--- config.mk ---
export PLATFORM = sky130hd
export DESIGN_NAME = multicycle_ctrl
export DESIGN_NICKNAME = d
export VERILOG_FILES = /design/src/rtl/rv_ctrl_pkg.sv /design/src/rtl/multicycle_ctrl_inst_decoder.sv /design/src/rtl/multicycle_ctrl.sv
export SDC_FILE = /design/constraint.sdc
export NUM_CORES = 1
export LEC_CHECK = 0
export ABC_AREA = 0
export BUFFER_PORTS_ARGS = -buffer_cell sky130_fd_sc_hd__clkbuf_2
export CORE_AREA = 4 4 74 76
export DETAILED_ROUTE_END_ITERATION = 16
export DIE_AREA = 0 0 78 80
export PLACE_DENSITY = 0.89
export SLEW_MARGIN = 10
export SYNTH_ARGS = -nofsm -noshare
export SYNTH_HDL_FRONTEND = slang
export SYNTH_SLANG_ARGS = --single-unit
--- constraint.sdc ---
create_clock -name clk -period 2.2 [get_ports clk]
set_input_delay 0.55 -clock clk [delete_from_list [all_inputs] [get_ports clk]]
set_output_delay 0.55 -clock clk [all_outputs]
set_load 0.1 [all_outputs]
--- src/rtl/rv_ctrl_pkg.sv ---
// Shared types for the multi-cycle RV32I controller: opcodes, datapath select encodings, FSM states.
// MULDIV_EN (optional) enables the M-extension path; the types below cover both builds.
package rv_ctrl_pkg;

    localparam logic [6:0] OPC_LUI    = 7'b0110111;
    localparam logic [6:0] OPC_AUIPC  = 7'b0010111;
    localparam logic [6:0] OPC_JAL    = 7'b1101111;
    localparam logic [6:0] OPC_JALR   = 7'b1100111;
    localparam logic [6:0] OPC_BRANCH = 7'b1100011;
    localparam logic [6:0] OPC_LOAD   = 7'b0000011;
    localparam logic [6:0] OPC_STORE  = 7'b0100011;
    localparam logic [6:0] OPC_OPIMM  = 7'b0010011;
    localparam logic [6:0] OPC_OP     = 7'b0110011;

    localparam logic [6:0] F7_BASE   = 7'b0000000;
    localparam logic [6:0] F7_ALT    = 7'b0100000;
    localparam logic [6:0] F7_MULDIV = 7'b0000001;

    localparam logic [31:0] NOP_INSN = 32'h0000_0013;

    typedef enum logic [3:0] {
        ALU_ADD = 4'd0, ALU_SUB = 4'd1, ALU_SLL = 4'd2, ALU_SRL = 4'd3, ALU_SRA = 4'd4,
        ALU_SLT = 4'd5, ALU_SLTU = 4'd6, ALU_XOR = 4'd7, ALU_OR = 4'd8, ALU_AND = 4'd9,
        ALU_PASS_B = 4'd10
    } alu_op_e;

    typedef enum logic [2:0] {
        BR_NONE = 3'd0, BR_EQ = 3'd1, BR_NE = 3'd2, BR_LT = 3'd3,
        BR_GE = 3'd4, BR_LTU = 3'd5, BR_GEU = 3'd6, BR_JUMP = 3'd7
    } br_type_e;

    typedef enum logic [1:0] {
        WB_PC4 = 2'b00, WB_ALU = 2'b01, WB_MEM = 2'b10
    } wb_sel_e;

    typedef enum logic [2:0] {
        S_FETCH = 3'd0, S_DECODE = 3'd1, S_EXEC = 3'd2, S_MEM = 3'd3,
        S_WB = 3'd4, S_TRAP = 3'd5, S_MULDIV = 3'd6
    } state_e;

    typedef enum logic [2:0] {
        C_ALU = 3'd0, C_JUMP = 3'd1, C_BRANCH = 3'd2, C_LOAD = 3'd3,
        C_STORE = 3'd4, C_MULDIV = 3'd5
    } inst_class_e;

    typedef struct packed {
        inst_class_e cls;
        logic        sel_a;
        logic        sel_b;
        wb_sel_e     wb_sel;
        alu_op_e     alu_op;
        br_type_e    br_type;
    } ctrl_word_t;

    // alt selects SUB/SRA (instruction bit 30) where the encoding defines it.
    function automatic alu_op_e f3_to_alu(input logic [2:0] f3, input logic alt);
        alu_op_e op;
        case (f3)
            3'b000:  op = alt ? ALU_SUB : ALU_ADD;
            3'b001:  op = ALU_SLL;
            3'b010:  op = ALU_SLT;
            3'b011:  op = ALU_SLTU;
            3'b100:  op = ALU_XOR;
            3'b101:  op = alt ? ALU_SRA : ALU_SRL;
            3'b110:  op = ALU_OR;
            default: op = ALU_AND;
        endcase
        return op;
    endfunction

endpackage

--- src/rtl/multicycle_ctrl_inst_decoder.sv ---
// Combinational RV32I decoder: instruction word -> control word plus illegal-encoding flag.
// With MULDIV_EN defined, OP with funct7=0000001 decodes as a mul/div class instead of illegal.
module inst_decoder
    import rv_ctrl_pkg::*;
(
    input  logic [31:0] ir_i,
    output ctrl_word_t  cw_o,
    output logic        illegal_o
);

    logic [6:0] opcode;
    logic [6:0] funct7;
    logic [2:0] funct3;
    logic       unused_fields;

    assign opcode = ir_i[6:0];
    assign funct3 = ir_i[14:12];
    assign funct7 = ir_i[31:25];
    // Register indices and immediates are consumed by the datapath, not here.
    assign unused_fields = ^{ir_i[24:15], ir_i[11:7]};

    always_comb begin
        cw_o         = '0;
        cw_o.cls     = C_ALU;
        cw_o.sel_a   = 1'b1;
        cw_o.sel_b   = 1'b1;
        cw_o.wb_sel  = WB_ALU;
        cw_o.alu_op  = ALU_ADD;
        cw_o.br_type = BR_NONE;
        illegal_o    = 1'b0;
        case (opcode)
            OPC_LUI: begin
                cw_o.sel_a  = 1'b0;
                cw_o.alu_op = ALU_PASS_B;
            end
            OPC_AUIPC: cw_o.sel_a = 1'b0;
            OPC_JAL: begin
                cw_o.cls     = C_JUMP;
                cw_o.sel_a   = 1'b0;
                cw_o.wb_sel  = WB_PC4;
                cw_o.br_type = BR_JUMP;
            end
            OPC_JALR: begin
                cw_o.cls     = C_JUMP;
                cw_o.wb_sel  = WB_PC4;
                cw_o.br_type = BR_JUMP;
                illegal_o    = (funct3 != 3'b000);
            end
            OPC_BRANCH: begin
                cw_o.cls   = C_BRANCH;
                cw_o.sel_a = 1'b0;
                case (funct3)
                    3'b000:  cw_o.br_type = BR_EQ;
                    3'b001:  cw_o.br_type = BR_NE;
                    3'b100:  cw_o.br_type = BR_LT;
                    3'b101:  cw_o.br_type = BR_GE;
                    3'b110:  cw_o.br_type = BR_LTU;
                    3'b111:  cw_o.br_type = BR_GEU;
                    default: illegal_o = 1'b1;
                endcase
            end
            OPC_LOAD: begin
                cw_o.cls    = C_LOAD;
                cw_o.wb_sel = WB_MEM;
                illegal_o   = (funct3 == 3'b011) || (funct3 == 3'b110) || (funct3 == 3'b111);
            end
            OPC_STORE: begin
                cw_o.cls  = C_STORE;
                illegal_o = (funct3 > 3'b010);
            end
            OPC_OPIMM: begin
                cw_o.alu_op = f3_to_alu(funct3, (funct3 == 3'b101) && funct7[5]);
                illegal_o   = ((funct3 == 3'b001) && (funct7 != F7_BASE)) ||
                              ((funct3 == 3'b101) && (funct7 != F7_BASE) && (funct7 != F7_ALT));
            end
            OPC_OP: begin
                cw_o.sel_b = 1'b0;
                if (funct7 == F7_BASE) begin
                    cw_o.alu_op = f3_to_alu(funct3, 1'b0);
                end else if (funct7 == F7_ALT) begin
                    cw_o.alu_op = f3_to_alu(funct3, 1'b1);
                    illegal_o   = (funct3 != 3'b000) && (funct3 != 3'b101);
`ifdef MULDIV_EN
                end else if (funct7 == F7_MULDIV) begin
                    cw_o.cls = C_MULDIV;
`endif
                end else begin
                    illegal_o = 1'b1;
                end
            end
            default: illegal_o = 1'b1;
        endcase
    end

endmodule

--- src/rtl/multicycle_ctrl.sv ---
// Multi-cycle RV32I control FSM: FETCH/DECODE/EXEC/MEM/WB with illegal-instruction and bus-timeout traps.
// Define MULDIV_EN to add the MULDIV state and md_start/md_op/md_done ports.
module multicycle_ctrl
    import rv_ctrl_pkg::*;
#(
    parameter int TIMEOUT_CYC = 16,
    parameter int ALU_OP_W    = 4,
    parameter int BR_TYPE_W   = 3
) (
    input  logic                 clk,
    input  logic                 rst,
    input  logic [31:0]          imem_rdata,
    input  logic                 imem_ack,
    input  logic                 dmem_ack,
    output logic                 imem_req,
    output logic                 dmem_req,
    output logic [31:0]          ir,
    output logic                 ir_wr,
    output logic                 pc_wr,
    output logic                 reg_wr,
    output logic                 rd_en,
    output logic                 wr_en,
    output logic                 sel_A,
    output logic                 sel_B,
    output logic [1:0]           wb_sel,
    output logic [ALU_OP_W-1:0]  alu_op,
    output logic [BR_TYPE_W-1:0] br_type,
    output logic                 illegal,
    output logic                 bus_err,
`ifdef MULDIV_EN
    input  logic                 md_done,
    output logic                 md_start,
    output logic [2:0]           md_op,
`endif
    output logic [2:0]           state_dbg_o
);

    localparam int CNT_W = (TIMEOUT_CYC > 1) ? $clog2(TIMEOUT_CYC) : 1;
    localparam int LIMIT = (TIMEOUT_CYC > 0) ? TIMEOUT_CYC - 1 : 0;

    state_e             state_q, state_d;
    logic [31:0]        ir_q;
    logic               illegal_q, illegal_d;
    logic               bus_err_q, bus_err_d;
    logic [CNT_W-1:0]   cnt_q, cnt_d;
    ctrl_word_t         cw;
    logic               dec_illegal;
    logic               req_wait;
    logic               timeout_hit;
    logic               in_ctrl;

    inst_decoder u_dec (
        .ir_i      (ir_q),
        .cw_o      (cw),
        .illegal_o (dec_illegal)
    );

    // Handshake: a req is raised on entry to FETCH/MEM (start pulse then done for MULDIV) and held
    // until the cycle its ack is seen; that cycle completes the transfer and the FSM moves on.
    always_comb begin
        state_d   = state_q;
        illegal_d = illegal_q;
        bus_err_d = bus_err_q;
        imem_req  = 1'b0;
        dmem_req  = 1'b0;
        ir_wr     = 1'b0;
        pc_wr     = 1'b0;
        reg_wr    = 1'b0;
        rd_en     = 1'b0;
        wr_en     = 1'b0;
        req_wait  = 1'b0;
        case (state_q)
            S_FETCH: begin
                imem_req = 1'b1;
                req_wait = !imem_ack;
                if (imem_ack) begin
                    ir_wr   = 1'b1;
                    state_d = S_DECODE;
                end
            end
            S_DECODE: begin
                if (dec_illegal) begin
                    state_d   = S_TRAP;
                    illegal_d = 1'b1;
                end else begin
                    state_d = S_EXEC;
                end
            end
            S_EXEC: begin
                case (cw.cls)
                    C_BRANCH: begin
                        pc_wr   = 1'b1;
                        state_d = S_FETCH;
                    end
                    C_LOAD, C_STORE: state_d = S_MEM;
`ifdef MULDIV_EN
                    C_MULDIV: state_d = S_MULDIV;
`endif
                    default: state_d = S_WB;
                endcase
            end
            S_MEM: begin
                dmem_req = 1'b1;
                rd_en    = (cw.cls == C_LOAD);
                wr_en    = (cw.cls == C_STORE);
                req_wait = !dmem_ack;
                if (dmem_ack) begin
                    if (cw.cls == C_LOAD) begin
                        state_d = S_WB;
                    end else begin
                        pc_wr   = 1'b1;
                        state_d = S_FETCH;
                    end
                end
            end
`ifdef MULDIV_EN
            S_MULDIV: begin
                req_wait = !md_done;
                if (md_done) state_d = S_WB;
            end
`endif
            S_WB: begin
                reg_wr  = 1'b1;
                pc_wr   = 1'b1;
                state_d = S_FETCH;
            end
            S_TRAP: state_d = S_TRAP;
            default: state_d = S_FETCH;
        endcase

        // An ack in the limit cycle clears req_wait, so it wins over the timeout.
        timeout_hit = (TIMEOUT_CYC > 0) && req_wait && (cnt_q == CNT_W'(LIMIT));
        if (timeout_hit) begin
            state_d   = S_TRAP;
            bus_err_d = 1'b1;
        end
        cnt_d = (req_wait && (TIMEOUT_CYC > 0)) ? cnt_q + CNT_W'(1) : '0;

        if (rst) begin
            imem_req = 1'b0;
            dmem_req = 1'b0;
            ir_wr    = 1'b0;
            pc_wr    = 1'b0;
            reg_wr   = 1'b0;
            rd_en    = 1'b0;
            wr_en    = 1'b0;
        end
    end

    always_ff @(posedge clk) begin
        if (rst) begin
            state_q   <= S_FETCH;
            ir_q      <= NOP_INSN;
            illegal_q <= 1'b0;
            bus_err_q <= 1'b0;
            cnt_q     <= '0;
        end else begin
            state_q   <= state_d;
            illegal_q <= illegal_d;
            bus_err_q <= bus_err_d;
            cnt_q     <= cnt_d;
            if (ir_wr) ir_q <= imem_rdata;
        end
    end

`ifdef MULDIV_EN
    logic md_start_q;

    always_ff @(posedge clk) begin
        if (rst) md_start_q <= 1'b0;
        else     md_start_q <= (state_d == S_MULDIV) && (state_q != S_MULDIV);
    end

    assign md_start = md_start_q && !rst;
    assign md_op    = ir_q[14:12];
`endif

    assign in_ctrl = !rst && (state_q inside {S_DECODE, S_EXEC, S_MEM, S_WB, S_MULDIV});

    assign sel_A       = in_ctrl && cw.sel_a;
    assign sel_B       = in_ctrl && cw.sel_b;
    assign wb_sel      = in_ctrl ? cw.wb_sel : WB_PC4;
    assign alu_op      = in_ctrl ? ALU_OP_W'(cw.alu_op) : '0;
    assign br_type     = in_ctrl ? BR_TYPE_W'(cw.br_type) : '0;
    assign ir          = ir_q;
    assign illegal     = illegal_q;
    assign bus_err     = bus_err_q;
    assign state_dbg_o = state_q;

endmodule
[Word level (Yosys, flattened, before mapping)]
Cells that the tools add are included.
Widths: inputs -> output; s select.
Word-level totals
  word-level logic and storage cells: 120
  register bits: 41
  bits of input ports: 36
  output and inout port bits: 55
Operators by class
  magnitude comparators: 1
  equal/unequal tests: 33
  mux-type cells: 47
  add/sub/neg operators: 1
  bitwise gates (word level): 1
  reductions and logical operators: 31
Operator list (number)
  $pmux 4 s7: 3
  $eq 7x6->1 const B: 4
  $eq 3x3->1 const B: 8
  $mux 1: 23
  $eq 7x7->1 const B: 3
  $mux 3: 7
  $eq 3x2->1 const B: 6
  $pmux 3 s6: 1
  $pmux 3 s5: 1
  $eq 7x5->1 const B: 2
  $mux 4: 3
  $pmux 3 s2: 2
  $pmux 3 s4: 1
  $pmux 4 s3: 1
  $logic_and 1x1->1: 9
  $ne 3x3->1 const B: 3
  $reduce_or 2->1: 4
  $eq 7x2->1 const B: 1
  $logic_not 7->1: 1
  $ne 7x6->1 const B: 1
  $pmux 1 s7: 1
  $reduce_bool 7->1: 1
  $eq 3x1->1 const B: 2
  $logic_not 3->1: 2
  17 further kinds: 24

[Logic depth before layout (Yosys ltp)]
Gate-level depths: netlist of run 1.
  depth in word-level cells: 8
  depth in mapped cells: 8
  depth with buffers taken out: 7

[Hierarchy]
Synthesis of run 1 repeated with hierarchy kept, for this count alone.
Unflattened totals
  cell total of the unflattened synthesis: 256
  area total of the unflattened synthesis: 2429.8 um2
By module, submodules not included
  multicycle_ctrl: cells an instance 185, times used 1, area an instance 1999.4 um2
  inst_decoder: cells an instance 71, times used 1, area an instance 430.4 um2

[Least setup slack after synthesis of run 1]
OpenSTA, ideal clock, no wires.
  path kind: flip-flop to output port
  from: register state_q[2] (netlist: state_dbg_o[2])
  to: output reg_wr
  required time: 1.650 ns
  stages on the path, launching flop included: 3
  arrival time: 4.462 ns
  slack: -2.812 ns
  path through: dfxtp_1 clkbuf_1 nor4b_1
On the way
  word-level cells in the longest chain between the ends: 3
Ends and longest elaborated chain
  start: declaration: RTL line multicycle_ctrl.sv:41  | state_e state_q, state_d;
  start signal: assignment: RTL line multicycle_ctrl.sv:158  | state_q <= state_d;
  $eq 3x3->1: RTL line multicycle_ctrl.sv:72  | case (state_q)
  $mux 1: RTL line multicycle_ctrl.sv:72
  $mux 1: RTL line multicycle_ctrl.sv:139  | if (rst) begin
  end: declaration: RTL line multicycle_ctrl.sv:20  | output logic reg_wr,
No other way between the ends.

[Worst setup path after layout of run 1]
  from: register ir_q[12] (netlist: ir[12])
  to: output alu_op[0]
On the way
  word-level cells in the longest chain between the ends: 6
  elaborated cells on any way between the ends: 17
  classes of those cells: 6 x eq/ne; 9 x mux; 2 x reduce/logical
Ends and longest elaborated chain
  start: declaration: RTL line multicycle_ctrl.sv:42  | logic [31:0] ir_q;
  start signal: assignment: RTL line multicycle_ctrl.sv:162  | if (ir_wr) ir_q <= imem_rdata;
  $eq 3x3->1, or another cell as far along: RTL line rv_ctrl_pkg.sv:58  | case (f3)
  $pmux 4 s7 or $logic_and 1x1->1 (tied branches): RTL line rv_ctrl_pkg.sv:58, multicycle_ctrl_inst_decoder.sv:72
  $mux 4, or another cell as far along: RTL line multicycle_ctrl_inst_decoder.sv:80  | end else if (funct7 == F7_ALT) begin
  $mux 4 or $pmux 4 s7 (tied branches): RTL line multicycle_ctrl_inst_decoder.sv:78, rv_ctrl_pkg.sv:58
  $pmux 4 s3 (*): RTL line multicycle_ctrl_inst_decoder.sv:31  | case (opcode)
  $mux 4 (*): RTL line multicycle_ctrl.sv:183  | assign alu_op = in_ctrl ? ALU_OP_W'(cw.alu_op) : '0;
  end: declaration: RTL line multicycle_ctrl.sv:26  | output logic [ALU_OP_W-1:0] alu_op,
Every way passes the cells marked *; elsewhere a longest branch is shown, timed or not.

==> results of run 1 <==
-- power breakdown --
part | leakage [nW] | switching (mW) | total (mW) | internal [mW]
Combinational | 1.29 | 2.68 | 3.76 | 1.08
Clock | 0.0585 | 0.265 | 0.635 | 0.370
Sequential | 0.349 | 0.269 | 1.24 | 0.969
Total | 1.70 | 3.22 | 5.63 | 2.42
-- worst max path at each step --
stage	slack [ps]	startpoint	cells past startpoint	endpoint
floorplan	-710	state_dbg_o[1]	6	ir_wr
global placement	110	ir[26]	6	alu_op[0]
detailed placement	60	rst	6	br_type[1]
CTS	-210	ir[29]	6	alu_op[0]
global route	-390	ir[12]	6	alu_op[0]
finish	-300	ir[12]	6	alu_op[0]
-- state kept, by name, indices dropped and copies added, names as in the netlist --
name,count
bus_err,1
cnt_q,4
illegal,1
ir,32
state_dbg_o,3
-- kinds of logic (layout without fill, tap and decap cells) --
| kind of cell | after synthesis | count (layout) | share of synthesized area |
|---|---|---|---|
| flops | 41 | 41 | 0.357 |
| xor+xnor | 3 | 3 | 0.0114 |
| simple gates | 159 | 159 | 0.367 |
| fa+ha+maj | 7 | 7 | 0.0381 |
| compound gates | 55 | 55 | 0.159 |
| buf+inv | 30 | 145 | 0.0631 |
| mux | 1 | 1 | 0.00489 |
-- cell type report --
type,instances,area [um2],share of cell area
Sequential cell,41,896,0.229
Clock buffer,7,86.3,0.0221
Multi-Input combinational cell,225,1750,0.448
Timing Repair Buffer,127,1020,0.261
Clock inverter,1,30.0,0.00769
Tap cell,67,83.8,0.0215
Inverter,10,42.5,0.0109
-- worst register-to-register path, delay by kind of cell (launching register included) --
family / cells / cell delay [ps]
compound gates: 2 / 720
buf+inv: 1 / 170
flops: 1 / 360
simple gates: 3 / 600
-- layer usage --
metal,GRT usage,share of wire
met1,0.308,0.38
met2,0.478,0.50
met3,0.0700,0.089
met4,0.115,0.033
met5,0,0
-- per-stage QoR --
stage	total power, mW	area (um2)	utilization	setup WS [ps]	TNS [ps]
after floorplan	3.92	2770	-	-712	-12520
after CTS	5.41	3850	0.815	-213	-818
final	5.63	3910	0.827	-297	-1140
after global routing	5.85	3910	0.827	-387	-2110
after detailed placement	4.50	3480	0.736	55.7	0
after global placement	4.43	3480	0.736	109	0
-- layout by cell type (no fill, tap or decap), types with 3 or more instances in the layout --
| cell type | n |
|---|---|
| a21oi_1 | 7 |
| nand3b_1 | 27 |
| buf_12 | 19 |
| o22ai_1 | 3 |
| nor2_2 | 3 |
| dfxtp_1 | 21 |
| a21oi_2 | 4 |
| o21ai_0 | 8 |
| clkbuf_8 | 6 |
| o31ai_1 | 5 |
| nand2_1 | 65 |
| ha_1 | 5 |
| nor2_1 | 14 |
| clkbuf_2 | 72 |
| dfxtp_4 | 20 |
| nand2b_1 | 3 |
| nor2_4 | 9 |
| nor4_4 | 5 |
| buf_4 | 34 |
| nor3_4 | 4 |
| inv_1 | 6 |
| a21oi_4 | 3 |
| a21o_1 | 4 |
| inv_2 | 3 |
-- what timing repair did --
action                                 CTS  global route
endpoints found under the hold margin    0             0
gates resized for setup                 17             4
pin swaps                               18             7
setup endpoints to repair               14            15
setup buffers                           23             4
==> out/qor.json, run 1 <==
{
  "status": "finished, violations left",
  "violations": "negative setup slack",
  "via_count": 2759,
  "initial_core_util": 0.487,
  "post_synth_num_cell_types": 50,
  "antenna-diode-count": 0,
  "vias_in_the_first_global_route": 2752,
  "post_synth_instance_area_um2": 2300,
  "timing.critical_path.cells": "inv_1 -> a21oi_1 -> nor2_1 -> a311oi_2 -> o21a_4 -> buf_12",
  "cts_buffer_depth": 2,
  "drive_gt1_frac": 0.528,
  "yosys.area.top_type": "dfxtp_1",
  "die_width_um": 78,
  "clock_sink_count": 41,
  "final_ws_setup_ps": -297,
  "post_placement_cell_count": 443,
  "worst-path-max-fanout": 11,
  "yosysSeqAreaShare": 0.357,
  "synth-edff-count": 0,
  "timing.max_cap.violations": 0,
  "worst-endpoint-arrival_ps": 1950,
  "critPathRequiredTime_ps": 1650,
  "grt_setup_unrepaired": "yes",
  "drtPass1Iterations": 5,
  "skew_ps": 5.09,
  "start_kind": "flip-flop",
  "hold_ws_ps": 429,
  "powerDensity_nw_per_um2": 1440,
  "die_y_um": 80,
  "route.detailed.wl_per_inst_um": 18.4,
  "power_leakage_nw": 1.70,
  "cts.reportedPaths.clkPinSlew_ps": 80,
  "report.final.setup_viol": 14,
  "holdCritStartpoint": "imem_rdata[29]",
  "grt_first_pass_wirelength_um": 13400,
  "synth_top_flop_cell": "dfxtp_1",
  "cts.htree.levels": 2,
  "worst_path_dominant_cell_family": "compound AO/OA/AOI/OAI gates",
  "setup.reg_to_reg.worst_slack_ps": 240,
  "gp_congestion": 0.875,
  "count_of_buffers_inserted_at_the_top_level_ports": 90,
  "global_route.overflow_total": 0,
  "core_um2": 4720,
  "final_period_minus_worst_setup_slack_ps": 2500,
  "cp-end-kind": "primary output",
  "maxSlewHeadroom": 0.562,
  "clkLatencyLatePin_ps": 300,
  "dp.final_hpwl_um": 4920,
  "remaining_drc_errors": 0,
  "finish.cell_count_without_fillers": 478,
  "worst_hold_class": "input port to flip-flop",
  "timing.final.max_slew_violations": 0,
  "gate_count_of_the_mapped_netlist": 296,
  "post_synth_main_area_contributors": "dfxtp_1, nand2_1, nand3b_1, nor2_1, ha_1",
  "vdd.ir_drop.worst_mv": 0.954,
  "pin_count_of_the_biggest_net_entering_global_routing": 41,
  "dr.first_iter.drc_count": 474,
  "number_of_antenna_violations_at_the_first_check_in_global_routing": 0,
  "flow.area_growth_from_synthesis_pct": 69.7,
  "grt_use_total": 0.270,
  "synth-warning-count": 0,
  "final_min_period_over_clock_period": 1.14,
  "critPathKind": "flip-flop to primary output",
  "reg2regPathDepth": 6,
  "hold_path_depth": 3,
  "area_of_the_die_um2": 6240,
  "worstReg2RegEnd": "state_dbg_o[1]",
  "path_buf_inv": 2,
  "detail_route.vias_per_cell": 5.77,
  "async_reset_ff_frac": 0,
  "cts_tree": "built",
  "std_cell_rows": 25,
  "rr_startpoint": "ir[3]",
  "cp_slowest_stage_delay_ps": 440,
  "worstHoldEndpoint": "ir[29]",
  "fillCellCount": 264,
  "syn-mean-instance-area_um2": 7.77,
  "critical_path.slowest_cell": "dfxtp_4",
  "max_freq_mhz": 400,
  "post_synth_most_frequent_cells": "nand2_1, dfxtp_1, nand3b_1, nor2_1, a21oi_1",
  "worst_slew_pin_tran_ps": 655,
  "num-nets-final": 453,
  "cts_root_buf": "clkbuf_8",
  "yosysTopAreaCellShare": 0.357,
  "cts-hold-fix-buffers": 0,
  "io_pins": 91,
  "syn_nets": 339,
  "synth-seq-cells": 41,
  "drt_wl_total_um": 8790,
  "detail-route-antenna-nets": 0,
  "post-synth-top-count-cell": "nand2_1",
  "cts_made_buffers": 5,
  "hold_viol": 0
}
Note: power is estimated with default switching activity, not from simulation.
==> run 2: changes to the inputs <==
Clock period 2.2 ns to 2.44 ns, I/O delays scaled along.
==> run 2 against run 1 <==
Effect of this change:
- the run still ends with negative setup slack left
- wire length decreased by 20%
- non-clock buffer count decreased by 16
- total power decreased by 16%
- critical endpoint unchanged
- largest cell class unchanged
==> out/qor.json, run 2 (synthesized netlist as in run 1, its figures left out) <==
{
  "report.final.setup_viol": 1,
  "via_count": 2553,
  "total_power_of_the_final_layout_mw": 4.74,
  "io_pins": 91,
  "setup.reg_to_reg.worst_slack_ps": 630,
  "violations": "negative setup slack",
  "layout_common_cells": "clkbuf_2, nand2_1, nand3b_1, dfxtp_1, buf_4",
  "final_min_period_over_clock_period": 1.03,
  "std_cell_rows": 25,
  "start_kind": "flip-flop",
  "route.detailed.wl_per_inst_um": 15.1,
  "count_of_buffers_inserted_at_the_top_level_ports": 90,
  "status": "finished, violations left",
  "vias_in_the_first_global_route": 2371,
  "remaining_drc_errors": 0,
  "detail_route.vias_per_cell": 5.53,
  "seq_power_share": 0.240,
  "gp_congestion": 0.859,
  "hold_ws_ps": 450,
  "power_report.internal_total_mw": 2.01,
  "power_leakage_nw": 1.59,
  "max_freq_mhz": 400,
  "grt_use_total": 0.215,
  "finish.cell_count_without_fillers": 462,
  "largest_register_ffs": 32,
  "grt_first_pass_wirelength_um": 11000,
  "drive_gt1_frac": 0.481,
  "die_y_um": 80,
  "clock_power_share": 0.111,
  "vdd.ir_drop.worst_mv": 0.938,
  "critical_path.slowest_cell": "dfxtp_2",
  "worst_slew_pin_tran_ps": 649,
  "p_sw_frac": 0.575,
  "worstReg2RegEnd": "ir[12]",
  "pin_count_of_the_biggest_net_entering_global_routing": 41,
  "cts_tree": "built",
  "cp-end-kind": "primary output",
  "drt_wl_total_um": 6990,
  "timing.final.max_slew_violations": 0,
  "detail-route-antenna-nets": 0,
  "core_um2": 4720,
  "worst-path-max-fanout": 3,
  "powerDensity_nw_per_um2": 1290,
  "timing.critical_path.to": "alu_op[0]",
  "cts_root_buf": "clkbuf_8",
  "num-nets-final": 437,
  "flow.area_growth_from_synthesis_pct": 59.5,
  "drtPass1Iterations": 5,
  "hold_viol": 0,
  "timing.critical_path.cells": "nor4_4 -> a31oi_1 -> o21ai_0 -> a311oi_2 -> o21a_4 -> buf_12",
  "skew_ps": 6.60,
  "final_period_minus_worst_setup_slack_ps": 2500,
  "critPathKind": "flip-flop to primary output",
  "critPathRequiredTime_ps": 1830,
  "die_width_um": 78,
  "antenna-diode-count": 0,
  "sw_power_mw": 2.72,
  "share_comb_of_total_power": 0.649,
  "grt_setup_unrepaired": "yes",
  "cts_buffer_depth": 2,
  "clock_sink_count": 41,
  "commonest_non_fill_non_tap_cell_in_the_layout": "clkbuf_2",
  "dr.first_iter.drc_count": 265,
  "cp_slowest_stage_delay_ps": 340,
  "clkLatencyLatePin_ps": 280,
  "timing.max_cap.violations": 0,
  "area_of_the_die_um2": 6240,
  "reg2regPathDepth": 7,
  "worst_hold_class": "flip-flop to flip-flop",
  "number_of_antenna_violations_at_the_first_check_in_global_routing": 0,
  "cts.reportedPaths.clkPinSlew_ps": 80,
  "rr_startpoint": "state_dbg_o[0]",
  "cts.htree.levels": 2,
  "startpoint": "ir[29]",
  "initial_core_util": 0.487,
  "worst-endpoint-arrival_ps": 1890,
  "maxSlewHeadroom": 0.566,
  "post_placement_cell_count": 439,
  "dp.final_hpwl_um": 4730,
  "global_route.overflow_total": 0,
  "cts_made_buffers": 5,
  "final_ws_setup_ps": -63.0
}
-- run 2: worst min-delay path by stage --
stage / from / end / slack [ps] / cells after the start
final: cnt_q[0] / cnt_q[0] / 450 / 1
after global routing: cnt_q[0] / cnt_q[0] / 490 / 1
after CTS: cnt_q[0] / cnt_q[0] / 460 / 1
after detailed placement: cnt_q[0] / cnt_q[0] / 450 / 1
after global placement: cnt_q[0] / cnt_q[0] / 430 / 1
after floorplan: cnt_q[0] / cnt_q[0] / 420 / 1
-- run 2: area by class of cell --
class,count,area [um2]
clock buffers,6,72.6
multi-input cells,225,1680
flip-flops and latches,41,878
inverters,10,42.5
repair buffers,111,882
well taps,67,83.8
clock inverters,2,33.8
fillers,304,1050
-- run 2: critical path: cells and delay by family (launching register included) --
family          cells  cell delay, ps
flops               1             340
compound gates      4             780
simple gates        1             330
buf+inv             1             160
-- run 2: through the flow --
step | utilization | setup TNS [ps] | worst slack (ps) | cell area, um2
2_1_floorplan | - | -4420 | -589 | 2690
3_3_place_gp | 0.717 | 0 | 159 | 3390
3_5_place_dp | 0.717 | 0 | 118 | 3390
4_1_cts | 0.746 | -45.1 | -45.1 | 3520
5_1_grt | 0.777 | -219 | -136 | 3670
6_report | 0.777 | -63.0 | -63.0 | 3670
-- run 2: repair_timing --
| item | 4_1_cts | 5_1_grt |
|---|---|---|
| pin swaps | 2 | 11 |
| endpoints found under the setup margin | 4 | 7 |
| gates resized for setup | 3 | 10 |
| setup buffers | 2 | 13 |
| hold buffers | 0 | 0 |
-- run 2: power groups by stage --
stage,Sequential (mW),Combinational (mW),Clock (mW)
6_report,1.14,3.07,0.525
5_1_grt,1.17,3.20,0.570
3_5_place_dp,1.14,2.84,0
4_1_cts,1.14,2.89,0.541
2_1_floorplan,2.12,1.33,0
3_3_place_gp,1.13,2.80,0
-- run 2: per-layer routing --
layer,vias up,wire (um),GRT usage
li1,1229,-,-
met1,1194,2870,0.262
met2,118,3500,0.365
met3,12,552,0.0643
met4,0,68,0.0612
met5,-,0,0
==> run 3: changes to the inputs <==
Settings changed: SETUP_SLACK_MARGIN from default to 0.4.
==> run 3 against run 2 <==
Effect of this change:
- the run still ends with negative setup slack left
- critical path depth unchanged
- first-iteration DRC count up 100%
- clock-buffer cell count up 2
- largest cell class unchanged
- clock power about the same
- wire length up 61%
- cell count up 7.8%
==> out/qor.json, run 3 (synthesized netlist as in run 1, its figures left out) <==
{
  "global_route.overflow_total": 0,
  "hold_viol": 0,
  "drt_wl_total_um": 11200,
  "grt_use_total": 0.288,
  "antenna-diode-count": 0,
  "num-nets-final": 473,
  "timing.final.max_slew_violations": 0,
  "clock_power_share": 0.098,
  "cts.reportedPaths.clkPinSlew_ps": 80,
  "flow.area_growth_from_synthesis_pct": 78.4,
  "drive_gt1_frac": 0.557,
  "worst_hold_class": "flip-flop to flip-flop",
  "holdCritStartpoint": "cnt_q[0]",
  "vdd.ir_drop.worst_mv": 1.01,
  "final_min_period_over_clock_period": 1.09,
  "share_comb_of_total_power": 0.688,
  "final_period_minus_worst_setup_slack_ps": 2660,
  "sw_power_mw": 3.11,
  "power_report.internal_total_mw": 2.24,
  "cts_tree": "built",
  "initial_core_util": 0.487,
  "gp_congestion": 0.821,
  "dr.first_iter.drc_count": 531,
  "worst-path-max-fanout": 8,
  "power_leakage_nw": 1.80,
  "status": "finished, violations left",
  "total_power_of_the_final_layout_mw": 5.35,
  "die_y_um": 80,
  "count_of_buffers_inserted_at_the_top_level_ports": 90,
  "io_pins": 91,
  "die_width_um": 78,
  "std_cell_rows": 25,
  "critPathRequiredTime_ps": 1830,
  "area_of_the_die_um2": 6240,
  "cts-hold-fix-buffers": 0,
  "hold_path_depth": 1,
  "cts_made_buffers": 5,
  "route.detailed.wl_per_inst_um": 22.5,
  "worstReg2RegEnd": "state_dbg_o[1]",
  "worst_slew_pin_tran_ps": 745,
  "core_um2": 4720,
  "worst-endpoint-arrival_ps": 2050,
  "cp-end-kind": "primary output",
  "reg2regPathDepth": 6,
  "hold_ws_ps": 460,
  "via_count": 3129,
  "seq_power_share": 0.213,
  "detail-route-antenna-nets": 0,
  "final_ws_setup_ps": -218,
  "largest_register_ffs": 32,
  "violations": "negative setup slack",
  "drtPass1Iterations": 6,
  "clock_sink_count": 41,
  "report.final.setup_viol": 5,
  "vias_in_the_first_global_route": 2881,
  "skew_ps": 9.82,
  "start_kind": "flip-flop",
  "dp.final_hpwl_um": 4730,
  "worstHoldEndpoint": "cnt_q[0]",
  "layout_common_cells": "clkbuf_2, nand2_1, buf_4, nand3b_1, dfxtp_1",
  "fin_setup_tns_ps": -462,
  "critPathKind": "flip-flop to primary output",
  "grt_first_pass_wirelength_um": 14300,
  "grt_setup_unrepaired": "yes",
  "clkLatencyLatePin_ps": 300,
  "finish.utilization": 0.869,
  "powerDensity_nw_per_um2": 1300,
  "cts_buffer_depth": 2,
  "timing.max_cap.violations": 0,
  "rr_startpoint": "ir[3]",
  "pin_count_of_the_biggest_net_entering_global_routing": 41,
  "cts.htree.levels": 2,
  "number_of_antenna_violations_at_the_first_check_in_global_routing": 0,
  "cts_root_buf": "clkbuf_8",
  "max_freq_mhz": 376,
  "commonest_non_fill_non_tap_cell_in_the_layout": "clkbuf_2",
  "detail_route.vias_per_cell": 6.28,
  "p_sw_frac": 0.582,
  "maxSlewHeadroom": 0.502,
  "remaining_drc_errors": 0,
  "fillCellCount": 222,
  "setup.reg_to_reg.worst_slack_ps": 410
}
==> run 3: changes by cell type in the layout (fill, tap and decap cells not counted), sizes merged <==
cell / change
clkinvlp: +1
clkbuf: +1
bufinv: -1
clkinv: -1
buf: +37
inv: -1
==> run 3: worst max-delay path: stages (launching register included) <==
cell and delay [ps]:
dfxtp_4 390, nand2b_1 260, nor2_1 240, nor2_1 120, a311oi_2 360, o21a_4 210
buf_12 170
==> run 3: layout make-up <==
type	count	area (um2)	area share
multi-input combinational	225	1770	0.431
timing repair buffer	147	1200	0.292
sequential	41	896	0.218
clock buffer	8	111	0.0271
tap	67	83.8	0.0204
inverter	10	46.3	0.0113
==> run 3: per-layer routing <==
metal  wire length (um)  track usage  part of all wire  up-vias
met3               1430       0.0666              0.13       88
li1                   -            -                 -     1301
met4                755        0.154             0.067        0
met2               5050        0.503              0.45      328
met5                  0            0                 0        -
met1               4000        0.324              0.36     1412
==> run 3: power by group through the flow <==
stage / Clock [mW] / Combinational, mW / Sequential, mW
floorplan: 0 / 1.38 / 2.13
global route: 0.564 / 3.77 / 1.15
detailed placement: 0 / 2.84 / 1.18
CTS: 0.522 / 3.26 / 1.10
global placement: 0 / 2.81 / 1.17
finish: 0.526 / 3.68 / 1.14
==> run 3: repair_timing <==
item | in CTS | in global routing
pin swaps | 21 | 11
resized for setup | 25 | 17
endpoints found under the setup margin | 17 | 18
buffers inserted | 32 | 19
==> run 3: through the flow <==
stage | std cells | area [um2] | setup slack, ps
3_5_place_dp | 439 | 3450 | 217
2_1_floorplan | 296 | 2750 | -589
6_report | 498 | 4110 | -218
5_1_grt | 498 | 4110 | -249
3_3_place_gp | 439 | 3450 | 222
4_1_cts | 479 | 3920 | -14.2
==> run 3: how the worst max path moves through the flow <==
stage,from,slack [ps],depth (start not counted),endpoint
2_1_floorplan,rst,-590,5,ir_wr
3_3_place_gp,rst,220,6,ir_wr
3_5_place_dp,rst,220,6,ir_wr
4_1_cts,ir[29],-10,6,alu_op[0]
5_1_grt,ir[14],-250,6,alu_op[0]
6_report,ir[14],-220,6,alu_op[0]
